==> config.mk <==
export PLATFORM = sky130hd
export DESIGN_NAME = conv2_sched_flat
export DESIGN_NICKNAME = d
export VERILOG_FILES = /design/src/rtl/conv2_sched_if.sv /design/src/rtl/conv2_sched.sv /design/src/flat_wrapper.sv
export SDC_FILE = /design/constraint.sdc
export NUM_CORES = 1
export LEC_CHECK = 0
export CORE_MARGIN = 2
export CORE_UTILIZATION = 52
export CTS_CLUSTER_DIAMETER = 60
export DETAILED_ROUTE_END_ITERATION = 12
export HOLD_SLACK_MARGIN = 0.08
export PLACE_DENSITY = 0.85
export SYNTH_ARGS = -nofsm -noshare
export SYNTH_HDL_FRONTEND = slang
export SYNTH_SLANG_ARGS = --single-unit
==> constraint.sdc <==
create_clock -name clk -period 5.8 [get_ports clk]
set_clock_uncertainty 0.1 [all_clocks]
set_input_delay 0.87 -clock clk [delete_from_list [all_inputs] [get_ports clk]]
set_output_delay 0.87 -clock clk [all_outputs]
set_load 0.01 [all_outputs]
==> src/rtl/conv2_sched_if.sv <==
// Window/result handshake bundle between conv2_sched and the
// shared dot-product unit plus downstream consumer.
interface conv2_sched_if;
   logic               win_valid;
   logic               win_ready;
   logic [1:0]         ch_sel;
   logic [3:0]         wbank;
   logic signed [19:0] dp_in;
   logic signed [13:0] conv_out;
   logic [1:0]         conv_oc;
   logic               conv_valid;
   logic               out_ready;
   logic               busy;

   modport master (
      input  win_valid,
      input  dp_in,
      input  out_ready,
      output win_ready,
      output ch_sel,
      output wbank,
      output conv_out,
      output conv_oc,
      output conv_valid,
      output busy
   );

   modport slave (
      output win_valid,
      output dp_in,
      output out_ready,
      input  win_ready,
      input  ch_sel,
      input  wbank,
      input  conv_out,
      input  conv_oc,
      input  conv_valid,
      input  busy
   );
endinterface

==> src/rtl/conv2_sched.sv <==
// conv2_sched: time-multiplexes one 25-tap dot-product unit over
// 3 input channels x NUM_OC output channels per accepted window.
module conv2_sched #(
   parameter int NUM_OC = 3,
   parameter int SHIFT  = 6
) (
   input  logic          clk,
   input  logic          rst,
   conv2_sched_if.master sif
);

   typedef enum logic [1:0] {
      IDLE,
      CALC,
      OUT
   } state_t;

   localparam logic [1:0] OC_LAST = 2'(NUM_OC - 1);

   state_t      state;
   logic [1:0]  oc;
   logic [1:0]  ic;
   logic [19:0] acc;
   logic [19:0] sum;

   assign sum = acc + sif.dp_in;

   assign sif.win_ready = (state == IDLE);
   assign sif.busy      = (state != IDLE);

   // Mux selects park at 0 when idle, hold last CALC values in OUT.
   assign sif.ch_sel = (state == IDLE) ? 2'd0 : ic;
   assign sif.wbank  = (state == IDLE) ? 4'd0
                     : ({2'b00, oc} * 4'd3) + {2'b00, ic};

   always_ff @(posedge clk) begin
      if (rst) begin
         state          <= IDLE;
         oc             <= '0;
         ic             <= '0;
         acc            <= '0;
         sif.conv_out   <= '0;
         sif.conv_oc    <= '0;
         sif.conv_valid <= 1'b0;
      end else begin
         unique case (state)
            IDLE: begin
               if (sif.win_valid) begin
                  state <= CALC;
                  oc    <= '0;
                  ic    <= '0;
                  acc   <= '0;
               end
            end
            CALC: begin
               acc <= sum;
               if (ic == 2'd2) begin
                  sif.conv_out   <= sum[SHIFT+13:SHIFT];
                  sif.conv_oc    <= oc;
                  sif.conv_valid <= 1'b1;
                  state          <= OUT;
               end else begin
                  ic <= ic + 2'd1;
               end
            end
            OUT: begin
               if (sif.out_ready) begin
                  sif.conv_valid <= 1'b0;
                  if (oc == OC_LAST) begin
                     state <= IDLE;
                  end else begin
                     oc    <= oc + 2'd1;
                     ic    <= '0;
                     acc   <= '0;
                     state <= CALC;
                  end
               end
            end
            default: state <= IDLE;
         endcase
      end
   end

endmodule
==> src/flat_wrapper.sv <==
// flat-port wrapper written by rule: the top's interface ports become plain ports
module conv2_sched_flat 
#(
   parameter int NUM_OC = 3,
   parameter int SHIFT  = 6
)
  (clk, rst, sif_win_valid, sif_dp_in, sif_out_ready, sif_win_ready, sif_ch_sel, sif_wbank, sif_conv_out, sif_conv_oc, sif_conv_valid, sif_busy);
  conv2_sched_if sif_i ();
  input  logic clk;
  input  logic rst;
  input wire logic [$bits(sif_i.win_valid)-1:0] sif_win_valid;
  input wire logic [$bits(sif_i.dp_in)-1:0] sif_dp_in;
  input wire logic [$bits(sif_i.out_ready)-1:0] sif_out_ready;
  output wire logic [$bits(sif_i.win_ready)-1:0] sif_win_ready;
  output wire logic [$bits(sif_i.ch_sel)-1:0] sif_ch_sel;
  output wire logic [$bits(sif_i.wbank)-1:0] sif_wbank;
  output wire logic [$bits(sif_i.conv_out)-1:0] sif_conv_out;
  output wire logic [$bits(sif_i.conv_oc)-1:0] sif_conv_oc;
  output wire logic [$bits(sif_i.conv_valid)-1:0] sif_conv_valid;
  output wire logic [$bits(sif_i.busy)-1:0] sif_busy;
  assign sif_i.win_valid = sif_win_valid;
  assign sif_i.dp_in = sif_dp_in;
  assign sif_i.out_ready = sif_out_ready;
  assign sif_win_ready = sif_i.win_ready;
  assign sif_ch_sel = sif_i.ch_sel;
  assign sif_wbank = sif_i.wbank;
  assign sif_conv_out = sif_i.conv_out;
  assign sif_conv_oc = sif_i.conv_oc;
  assign sif_conv_valid = sif_i.conv_valid;
  assign sif_busy = sif_i.busy;
  conv2_sched #(.NUM_OC(NUM_OC), .SHIFT(SHIFT)) u_core (.clk(clk), .rst(rst), .sif(sif_i));
endmodule
==> results of run 1 <==
-- state kept, by name, summed over array words and instances, names as in the netlist --
register               count
u_core.acc                20
u_core.ic                  2
u_core.oc                  2
u_core.sif.conv_oc         2
u_core.sif.conv_out       14
u_core.sif.conv_valid      1
u_core.state               2
-- worst min-delay path by stage --
stage / start / to / slack [ps] / depth (start not counted)
CTS: u_core.sif.conv_out[8] / u_core.sif.conv_out[8] / 360 / 2
global route: u_core.sif.conv_out[8] / u_core.sif.conv_out[8] / 380 / 2
floorplan: u_core.acc[10] / u_core.acc[10] / 330 / 2
global placement: u_core.acc[10] / u_core.acc[10] / 340 / 2
detailed placement: u_core.sif.conv_out[8] / u_core.sif.conv_out[8] / 350 / 2
finish: u_core.sif.conv_out[8] / u_core.sif.conv_out[8] / 360 / 2
-- stage by stage --
stage / instance area [um2] / util [%]
after floorplan: 2800 / -
after global placement: 3290 / 64.1
after detailed placement: 3290 / 64.1
after CTS: 3400 / 66.1
after global routing: 3400 / 66.1
final: 3400 / 66.1
-- cells in the final DEF, fill, tap and decap left out, drive strengths merged, types with 7 or more instances in the layout --
cell	synthesis	routed
nand2	33	33
ha	23	23
nor2	34	34
a21oi	32	32
xor2	7	7
clkdlybuf4s50	0	48
nand3	12	12
dfxtp	43	43
nor2b	13	13
a21o	8	8
nor3	8	8
o21ai	23	23
inv	14	14
-- kinds of logic after synthesis --
kind of cell	synth area share (%)
AND/OR/NAND/NOR	22.3
multiplexers	1.07
adder cells (fa/ha/maj)	12.4
buffers and inverters	4.91
XOR/XNOR	4.06
AO/OA/AOI/OAI	24.5
flip-flops	30.7
-- power by group --
group          total [W]  switching [W]  internal, W  leakage (nW)
clock           0.000231       0.000105     0.000126        0.0513
sequential      0.000322      0.0000115     0.000311         0.349
combinational   0.000187       0.000104    0.0000830         0.939
total           0.000740       0.000220     0.000520          1.34
-- routing by layer --
| layer | GRT usage (%) | vias up |
|---|---|---|
| li1 | - | 1322 |
| met3 | 4.53 | 16 |
| met2 | 40.4 | 96 |
| met1 | 28.8 | 1218 |
| met4 | 9.64 | 0 |
| met5 | 0 | - |
-- worst reg2reg max path: stages, from the launching register on --
cell      delay (ps)
dfxtp_1          320
ha_1             350
or3_1            420
a31oi_1          350
nor3_1           110
a21boi_0         170
or3_1            400
a32o_1           260
-- cell type report --
type,count,area share (%)
tap,70,2.58
sequential,43,25.4
clock buffer,6,2.14
clock inverter,1,0.884
multi-input combinational,273,53.1
timing repair buffer,49,14.4
inverter,14,1.55
==> impl_metrics.csv, run 1 <==
group,metric,value,unit
clock_network,ctsHoldBuffers,0,
grt,overflow,0,
clock_network,cts_max_level,2,
route,drc_errors,0,
synth,ys_types,53,
setup_path,cpMostUsedCell,"fa_1",
cells_and_area,instances_no_fill,456,
placed_design,port_buffers,48,
outcome,run_status,"finished, final reports clean",
placed_design,placed_cells,449,
sta,maxSlewHeadroom,39.2,%
setup_path,cpMaxStageDelayCell,"clkdlybuf4s50_1",
placed_design,place_ws,2320,ps
synth,synth_top_area_share,30.7,%
synth,syn_inst,350,
clock_network,cts_tree,"built",
sta,setup_ws,2330,ps
clock_network,worstSkewPairLatency,300,ps
synth,synth_most_common_cell,"dfxtp_1",
cells_and_area,syn2layout_area_growth,21.2,%
route,met2_length,3.25,mm
clock_network,clk_pin_slew,80,ps
sta,tns,0,ps
route,top_layer,"met4",
synth,synthFlopType,"dfxtp_1",
placed_design,post-dp-hpwl,5.04,mm
pwr,ir_drop,0.161,mV
grt,antenna_found_initial,0,
cells_and_area,finalNetCount,436,
sta,rsz0062_at_grt,"no",
pwr,power_density,218,nW/um2
pwr,power,0.000740,W
setup_path,cp.depth,6,
synth,synth_area_leaders,"dfxtp_1 (31%), ha_1 (10%), a21oi_1 (5.7%), nor2_1 (4.6%), nand2_1 (4.4%)",
synth,synth-warning-count,0,
sta,post-route-period-util,59.9,%
route,wirelength,6.94,mm
cells_and_area,seq_area,861,um2
clock_network,clock_path_buffers,2,
setup_path,crit_path_end,"sif_wbank[2]",
sta,fmax,0.288,GHz
setup_path,critPathBufInv,2,
setup_path,r2r_cells,7,
setup_path,path_class,"flip-flop to output pin",
sta,hold_violations,0,
setup_path,rrSetupSlack,3220,ps
grt,track_usage,23.5,%
clock_network,cts_num_sinks,43,
floorplanning,core-area,5140,um2
floorplanning,dieArea,5990,um2
clock_network,postCtsSetupRepairBufs,0,
sta,slew_violations,0,
synth,yosysSeqAreaShare,30.7,%
setup_path,cpPeakStageDelay,540,ps
worst_hold_path,hp-class,"flip-flop to flip-flop",
clock_network,cts.repair.resized,0,
clock_network,clock-root-buffer,"clkbuf_8",
setup_path,path_delay_family,"adder cells",
floorplanning,die_h,77.4,um
route,met1_length,3.07,mm
synth,syn_avg_cell_area,8.01,um2
route,drt_iter0_drc,160,
cells_and_area,diodes,0,
grt,grt_max_degree,30,
cells_and_area,multiInputGateArea,1800,um2
route,final_antenna_net_count,0,
synth,synthesis.area,2800,um2
setup_path,critPathArrivalTime,2500,ps
setup_path,cp_max_fo,5,
floorplanning,num_io_pins,49,
sta,setup_viol,0,
route,via_count,2652,
setup_path,worstReg2RegEnd,"u_core.acc[14]",
setup_path,critPathLaunchType,"flip-flop",
route,wl_met3,453,um
sta,hold_ws,357,ps
setup_path,worstSetupStartpoint,"u_core.oc[0]",
cells_and_area,drive_gt1_share,3.89,%
pwr,p_leak,1.34,nW
setup_path,required,4830,ps
sta,worst_pin_slew,912,ps
synth,synth-edff-count,0,
route,wl_per_cell,15.2,um
synth,yosys_register_bits,43,
synth,synth_commonest_cells,"dfxtp_1 (43), nor2_1 (34), nand2_1 (33)",
floorplanning,rows,26,
setup_path,end_kind,"output pin",
grt,grt_pass1_wl,11.4,mm
floorplanning,initial_utilization,54.5,%
synth,synth_nets,400,
floorplanning,die_x,77.4,um
job,maxCapViolations,0,
clock_network,cts_inserted_buffers,5,
route,dr.pass1.iters,4,
cells_and_area,fillers,469,
route,vias_per_cell,5.82,
synth,synthArstFlopShare,0,%
synth,yosys.area.top_type,"dfxtp_1",
setup_path,crit_chain,"fa_1 > ha_1 > inv_1 > fa_1 > nor2_1 > clkdlybuf4s50_1",
sta,period_needed,3470,ps
grt,grt_pass1_vias,2565,
setup_path,r2r_start,"u_core.acc[5]",
placed_design,gp_congestion,0.900,
(Power assumes the default switching activity.)
==> inputs of run 2 (changes only) <==
==> constraint.sdc (replaced) <==
create_clock -name clk -period 3.6 [get_ports clk]
set_clock_uncertainty 0.1 [all_clocks]
set_input_delay 0.54 -clock clk [delete_from_list [all_inputs] [get_ports clk]]
set_output_delay 0.54 -clock clk [all_outputs]
set_load 0.01 [all_outputs]
==> run 2 against run 1 <==
Sequential power rose by 61%. Critical endpoint unchanged. Critical path depth did not move. Worst hold slack got worse by 6.0 ps. Utilization rose by 0.80 points. First-iteration DRC count rose by 24%. Via count rose by 2.8%. Global-route usage rose by 0.31 points. Cell count rose by 0.44%. Combinational power rose by 61%. Die area did not move. Non-clock buffer count rose by 1. Register-to-register slack got worse by 2100 ps.
==> impl_metrics.csv, run 2 (same netlist as run 1, synthesis figures left out) <==
group,metric,value,unit
outcome,run_status,"finished, final reports clean",
pwr,p_leak,1.36,nW
route,via_count,2726,
clock_network,ctsHoldBuffers,0,
placed_design,post-dp-hpwl,5.07,mm
sta,rsz0062_at_grt,"no",
cells_and_area,finalNetCount,437,
pwr,clockPowerShare,36.1,%
pwr,combPwrFrac,23.5,%
grt,busiest_layer,"met2",
worst_hold_path,hp-class,"flip-flop to flip-flop",
grt,antenna_found_initial,0,
grt,grt_pass1_vias,2592,
route,final_antenna_net_count,0,
sta,setup_viol,0,
sta,slew_violations,0,
worst_hold_path,hp-start,"u_core.sif.conv_out[8]",
grt,overflow,0,
setup_path,r2r_start,"u_core.state[0]",
cells_and_area,top_regs,"u_core.acc: 20 flops, u_core.sif.conv_out: 14 flops",
setup_path,end_kind,"output pin",
cells_and_area,largest-register,"u_core.acc",
setup_path,critPathLaunchType,"flip-flop",
grt,grt_pass1_wl,11.7,mm
cells_and_area,diodes,0,
setup_path,cp_max_fo,5,
clock_network,cts_max_level,2,
placed_design,port_buffers,48,
setup_path,critPathArrivalTime,2530,ps
sta,maxSlewHeadroom,49.8,%
setup_path,cpPeakStageDelay,540,ps
grt,grt_max_degree,29,
sta,hold_ws,351,ps
grt,use_met3,4.19,%
setup_path,worstSetupStartpoint,"u_core.oc[1]",
sta,period_needed,3170,ps
clock_network,clock-root-buffer,"clkbuf_8",
setup_path,critPathBufInv,2,
clock_network,cts_num_sinks,43,
route,vias_per_cell,5.95,
clock_network,cts.repair.resized,0,
route,wl_per_cell,15.2,um
route,drt_iter0_drc,199,
sta,post-route-period-util,88.0,%
setup_path,cpMostUsedCell,"fa_1",
pwr,p_int,0.000913,W
floorplanning,num_io_pins,49,
clock_network,clk_pin_slew,90,ps
cells_and_area,largest_register_ffs,20,
floorplanning,rows,26,
clock_network,cts_tree,"built",
cells_and_area,layout_common_cells,"clkdlybuf4s50_1 (48), dfxtp_1 (43), nor2_1 (34)",
pwr,power_density,373,nW/um2
pwr,netSwitchingFraction,28.9,%
route,dr.pass1.iters,5,
clock_network,cts_inserted_buffers,5,
floorplanning,die_x,77.4,um
cells_and_area,drive_gt1_share,4.64,%
floorplanning,die_h,77.4,um
setup_path,required,2960,ps
clock_network,worstSkewPairLatency,300,ps
pwr,p_switching,0.000371,W
sta,tns,0,ps
floorplanning,core-area,5140,um2
sta,fmax,0.316,GHz
pwr,ir_drop,0.294,mV
sta,worst_pin_slew,751,ps
job,maxCapViolations,0,
floorplanning,dieArea,5990,um2
pwr,power_frac_seq,40.4,%
route,drc_errors,0,
grt,track_usage,23.8,%
sta,hold_violations,0,
setup_path,path_class,"flip-flop to output pin",
grt,grtUsageMet2,41.0,%
placed_design,gp_congestion,0.895,
setup_path,cpMaxStageDelayCell,"clkdlybuf4s50_1",
floorplanning,initial_utilization,54.5,%
setup_path,path_delay_family,"adder cells",
grt,grtUsageMet1,29.6,%
setup_path,crit_chain,"fa_1 > ha_1 > inv_1 > fa_1 > nor2_1 > clkdlybuf4s50_1",
clock_network,clock_path_buffers,2,
clock_network,postCtsSetupRepairBufs,0,
cells_and_area,syn2layout_area_growth,22.6,%
cells_and_area,final_common_cell,"clkdlybuf4s50_1",
route,wirelength,6.97,mm
[run 2: changes by cell type in the layout (fill, tap and decap cells not counted), sizes merged]
cell      previous run  this run
buf                  1         2
bufinv               1         2
clkbuf               6         5
clkinvlp             0         1
[run 2: per-stage QoR]
step	power, W	cell area, um2	util (%)	worst slack, ps	std cells
6_report	0.00128	3440	66.9	434	458
5_1_grt	0.00134	3440	66.9	301	458
4_1_cts	0.00128	3440	66.9	414	458
3_5_place_dp	0.000826	3300	64.2	452	450
3_3_place_gp	0.000819	3300	64.2	515	450
2_1_floorplan	0.000741	2800	-	1080	350
[run 2: power by group through the flow]
stage | logic, W | clock network, W | registers (W)
5_1_grt | 0.000333 | 0.000483 | 0.000523
4_1_cts | 0.000300 | 0.000463 | 0.000519
2_1_floorplan | 0.000216 | 0 | 0.000525
3_5_place_dp | 0.000296 | 0 | 0.000530
6_report | 0.000302 | 0.000463 | 0.000519
3_3_place_gp | 0.000290 | 0 | 0.000529
[run 2: layout make-up]
type,count,area [um2]
Clock buffer,5,68.8
Inverter,14,52.6
Sequential cell,43,861
Tap cell,70,87.6
Timing Repair Buffer,50,495
Fill cell,480,1700
Clock inverter,3,67.6
Multi-Input combinational cell,273,1800
[run 2: worst paths after layout]
check,cells past startpoint,slack (ps),end
worst min-delay path,2,350,u_core.sif.conv_out[8]
worst max register to register,6,1080,u_core.sif.conv_out[12]
worst max-delay path,6,430,sif_wbank[2]
worst min register to register,2,350,u_core.sif.conv_out[8]
[run 2: worst register-to-register path, stage by stage, from the launching register on]
cell	delay [ps]
dfxtp_1	480
nor2b_1	540
nand2_1	610
nor3_1	380
nor2b_1	170
a31oi_1	50
o211ai_1	110
[run 2: layer usage]
layer  vias to the layer above  routed length (um)
met5                         -                   0
met4                         0                 124
met3                        17                 398
met2                       106                3330
met1                      1276                3120
li1                       1327                   -
==> inputs of run 3 (changes only) <==
--- a/config.mk
+++ b/config.mk
@@ -6,11 +6,11 @@
 export NUM_CORES = 1
 export LEC_CHECK = 0
 export CORE_MARGIN = 2
-export CORE_UTILIZATION = 52
+export CORE_UTILIZATION = 44
 export CTS_CLUSTER_DIAMETER = 60
 export DETAILED_ROUTE_END_ITERATION = 12
 export HOLD_SLACK_MARGIN = 0.08
-export PLACE_DENSITY = 0.85
+export PLACE_DENSITY = 0.74
 export SYNTH_ARGS = -nofsm -noshare
 export SYNTH_HDL_FRONTEND = slang
 export SYNTH_SLANG_ARGS = --single-unit
==> run 3 against run 2 <==
Cell count grew 1.7%. Sequential cell count is the same. Non-clock buffer count grew 1. First-iteration DRC count shrank 31%. Largest power group unchanged.
==> impl_metrics.csv, run 3 (same netlist as run 1, synthesis figures left out) <==
group,metric,value,unit
outcome,run_status,"finished, final reports clean",
cells_and_area,final_common_cell,"clkdlybuf4s50_1",
route,wirelength,7.01,mm
worst_hold_path,hp-start,"u_core.sif.conv_out[8]",
grt,grt_max_degree,29,
sta,rsz0062_at_grt,"no",
sta,hold_ws,355,ps
route,dr.pass1.iters,4,
route,via_count,2593,
worst_hold_path,holdPathStages,2,
setup_path,cpPeakStageDelay,540,ps
cells_and_area,utilization,55.0,%
grt,grt_pass1_wl,11.6,mm
grt,track_usage,20.3,%
pwr,power_density,353,nW/um2
worst_hold_path,whs_endpoint,"u_core.sif.conv_out[8]",
cells_and_area,syn2layout_area_growth,22.4,%
floorplanning,num_io_pins,49,
setup_path,r2r_start,"u_core.acc[0]",
cells_and_area,finalNetCount,438,
cells_and_area,drive_gt1_share,4.88,%
route,drt_iter0_drc,137,
sta,worst_pin_slew,683,ps
clock_network,worstSkewPairLatency,300,ps
cells_and_area,largest-register,"u_core.acc",
setup_path,end_kind,"output pin",
placed_design,placed_cells,458,
clock_network,clock_path_buffers,2,
placed_design,post-dp-hpwl,5.11,mm
sta,period_needed,3170,ps
pwr,ir_drop,0.203,mV
setup_path,path_class,"flip-flop to output pin",
sta,hold_violations,0,
placed_design,gp_congestion,0.904,
setup_path,critPathArrivalTime,2530,ps
sta,setup_viol,0,
floorplanning,rows,29,
cells_and_area,top_regs,"u_core.acc: 20 flops, u_core.sif.conv_out: 14 flops",
sta,slew_violations,0,
sta,setup_ws,429,ps
clock_network,ctsHoldBuffers,0,
clock_network,cts_tree,"built",
cells_and_area,instances_no_fill,466,
setup_path,worstReg2RegEnd,"u_core.sif.conv_out[4]",
setup_path,cpMaxStageDelayCell,"clkdlybuf4s50_1",
setup_path,path_delay_family,"adder cells",
floorplanning,die_h,83.8,um
sta,tns,0,ps
worst_hold_path,hp-class,"flip-flop to flip-flop",
clock_network,cts_inserted_buffers,5,
clock_network,postCtsSetupRepairBufs,0,
setup_path,critPathBufInv,2,
grt,overflow,0,
route,vias_per_cell,5.56,
route,drc_errors,0,
setup_path,rrSetupSlack,1070,ps
route,final_antenna_net_count,0,
sta,maxSlewHeadroom,54.4,%
setup_path,critPathLaunchType,"flip-flop",
clock_network,cts_num_sinks,43,
setup_path,crit_chain,"fa_1 > ha_1 > inv_1 > fa_1 > nor2_1 > clkdlybuf4s50_1",
grt,antenna_found_initial,0,
floorplanning,core-area,6240,um2
route,wl_per_cell,15.0,um
clock_network,clk_pin_slew,90,ps
placed_design,place_ws,438,ps
cells_and_area,diodes,0,
pwr,p_leak,1.36,nW
setup_path,cp_max_fo,5,
grt,grt_pass1_vias,2533,
setup_path,cpMostUsedCell,"fa_1",
placed_design,port_buffers,48,
setup_path,required,2960,ps
floorplanning,die_x,83.8,um
clock_network,clock-root-buffer,"clkbuf_8",
cells_and_area,largest_register_ffs,20,
cells_and_area,layout_common_cells,"clkdlybuf4s50_1 (48), dfxtp_1 (43), nor2_1 (34)",
setup_path,r2r_cells,10,
clock_network,cts.repair.resized,0,
sta,fmax,0.315,GHz
floorplanning,initial_utilization,44.9,%
floorplanning,dieArea,7020,um2
sta,post-route-period-util,88.1,%
clock_network,cts_max_level,2,
job,maxCapViolations,0,
run 3: cell types whose count changed in the layout (fill, tap and decap cells not counted):
cell | previous run | this run
clkinvlp_4 | 1 | 0
clkinv_2 | 0 | 1
buf_4 | 2 | 3
bufinv_16 | 2 | 1
clkinv_4 | 0 | 1
run 3: area by class of cell:
type	instances	area (um2)
flip-flops and latches	43	861
multi-input cells	273	1800
well taps	77	96.3
fillers	617	2810
repair buffers	51	503
inverters	14	52.6
clock buffers	5	68.8
clock inverters	3	43.8
run 3: power breakdown:
group | switching (W) | internal [W] | leakage (nW)
Sequential | 0.0000183 | 0.000501 | 0.349
Clock | 0.000182 | 0.000207 | 0.0581
Combinational | 0.000167 | 0.000135 | 0.948
run 3: metal layers:
| metal | up-vias | GRT usage (%) | share of wire (%) |
|---|---|---|---|
| li1 | 1323 | - | - |
| met1 | 1193 | 26.4 | 48 |
| met2 | 55 | 32.8 | 45 |
| met3 | 22 | 3.86 | 3.6 |
| met4 | 0 | 8.94 | 3.3 |
| met5 | - | 0 | 0 |
run 3: how the worst max path moves through the flow:
stage | from | endpoint | cells after the start
after floorplan | sif_dp_in[5] | u_core.acc[14] | 7
after global placement | sif_dp_in[5] | u_core.acc[14] | 8
after detailed placement | sif_dp_in[0] | u_core.sif.conv_out[4] | 11
after CTS | u_core.oc[1] | sif_wbank[2] | 6
after global routing | u_core.oc[1] | sif_wbank[2] | 6
final | u_core.oc[1] | sif_wbank[2] | 6
run 3: worst reg2reg max path: cells and delay by family (launching register included):
family                   cells  cell delay, ps
AO/OA/AOI/OAI                4             690
flip-flops                   1             340
buffers and inverters        1              80
adder cells (fa/ha/maj)      2             630
AND/OR/NAND/NOR              3             650
run 3: stage by stage:
| step | total power, W | cell area [um2] |
|---|---|---|
| after detailed placement | 0.000827 | 3320 |
| after CTS | 0.00122 | 3430 |
| after global placement | 0.000822 | 3320 |
| final | 0.00121 | 3430 |
| after floorplan | 0.000741 | 2800 |
| after global routing | 0.00128 | 3430 |
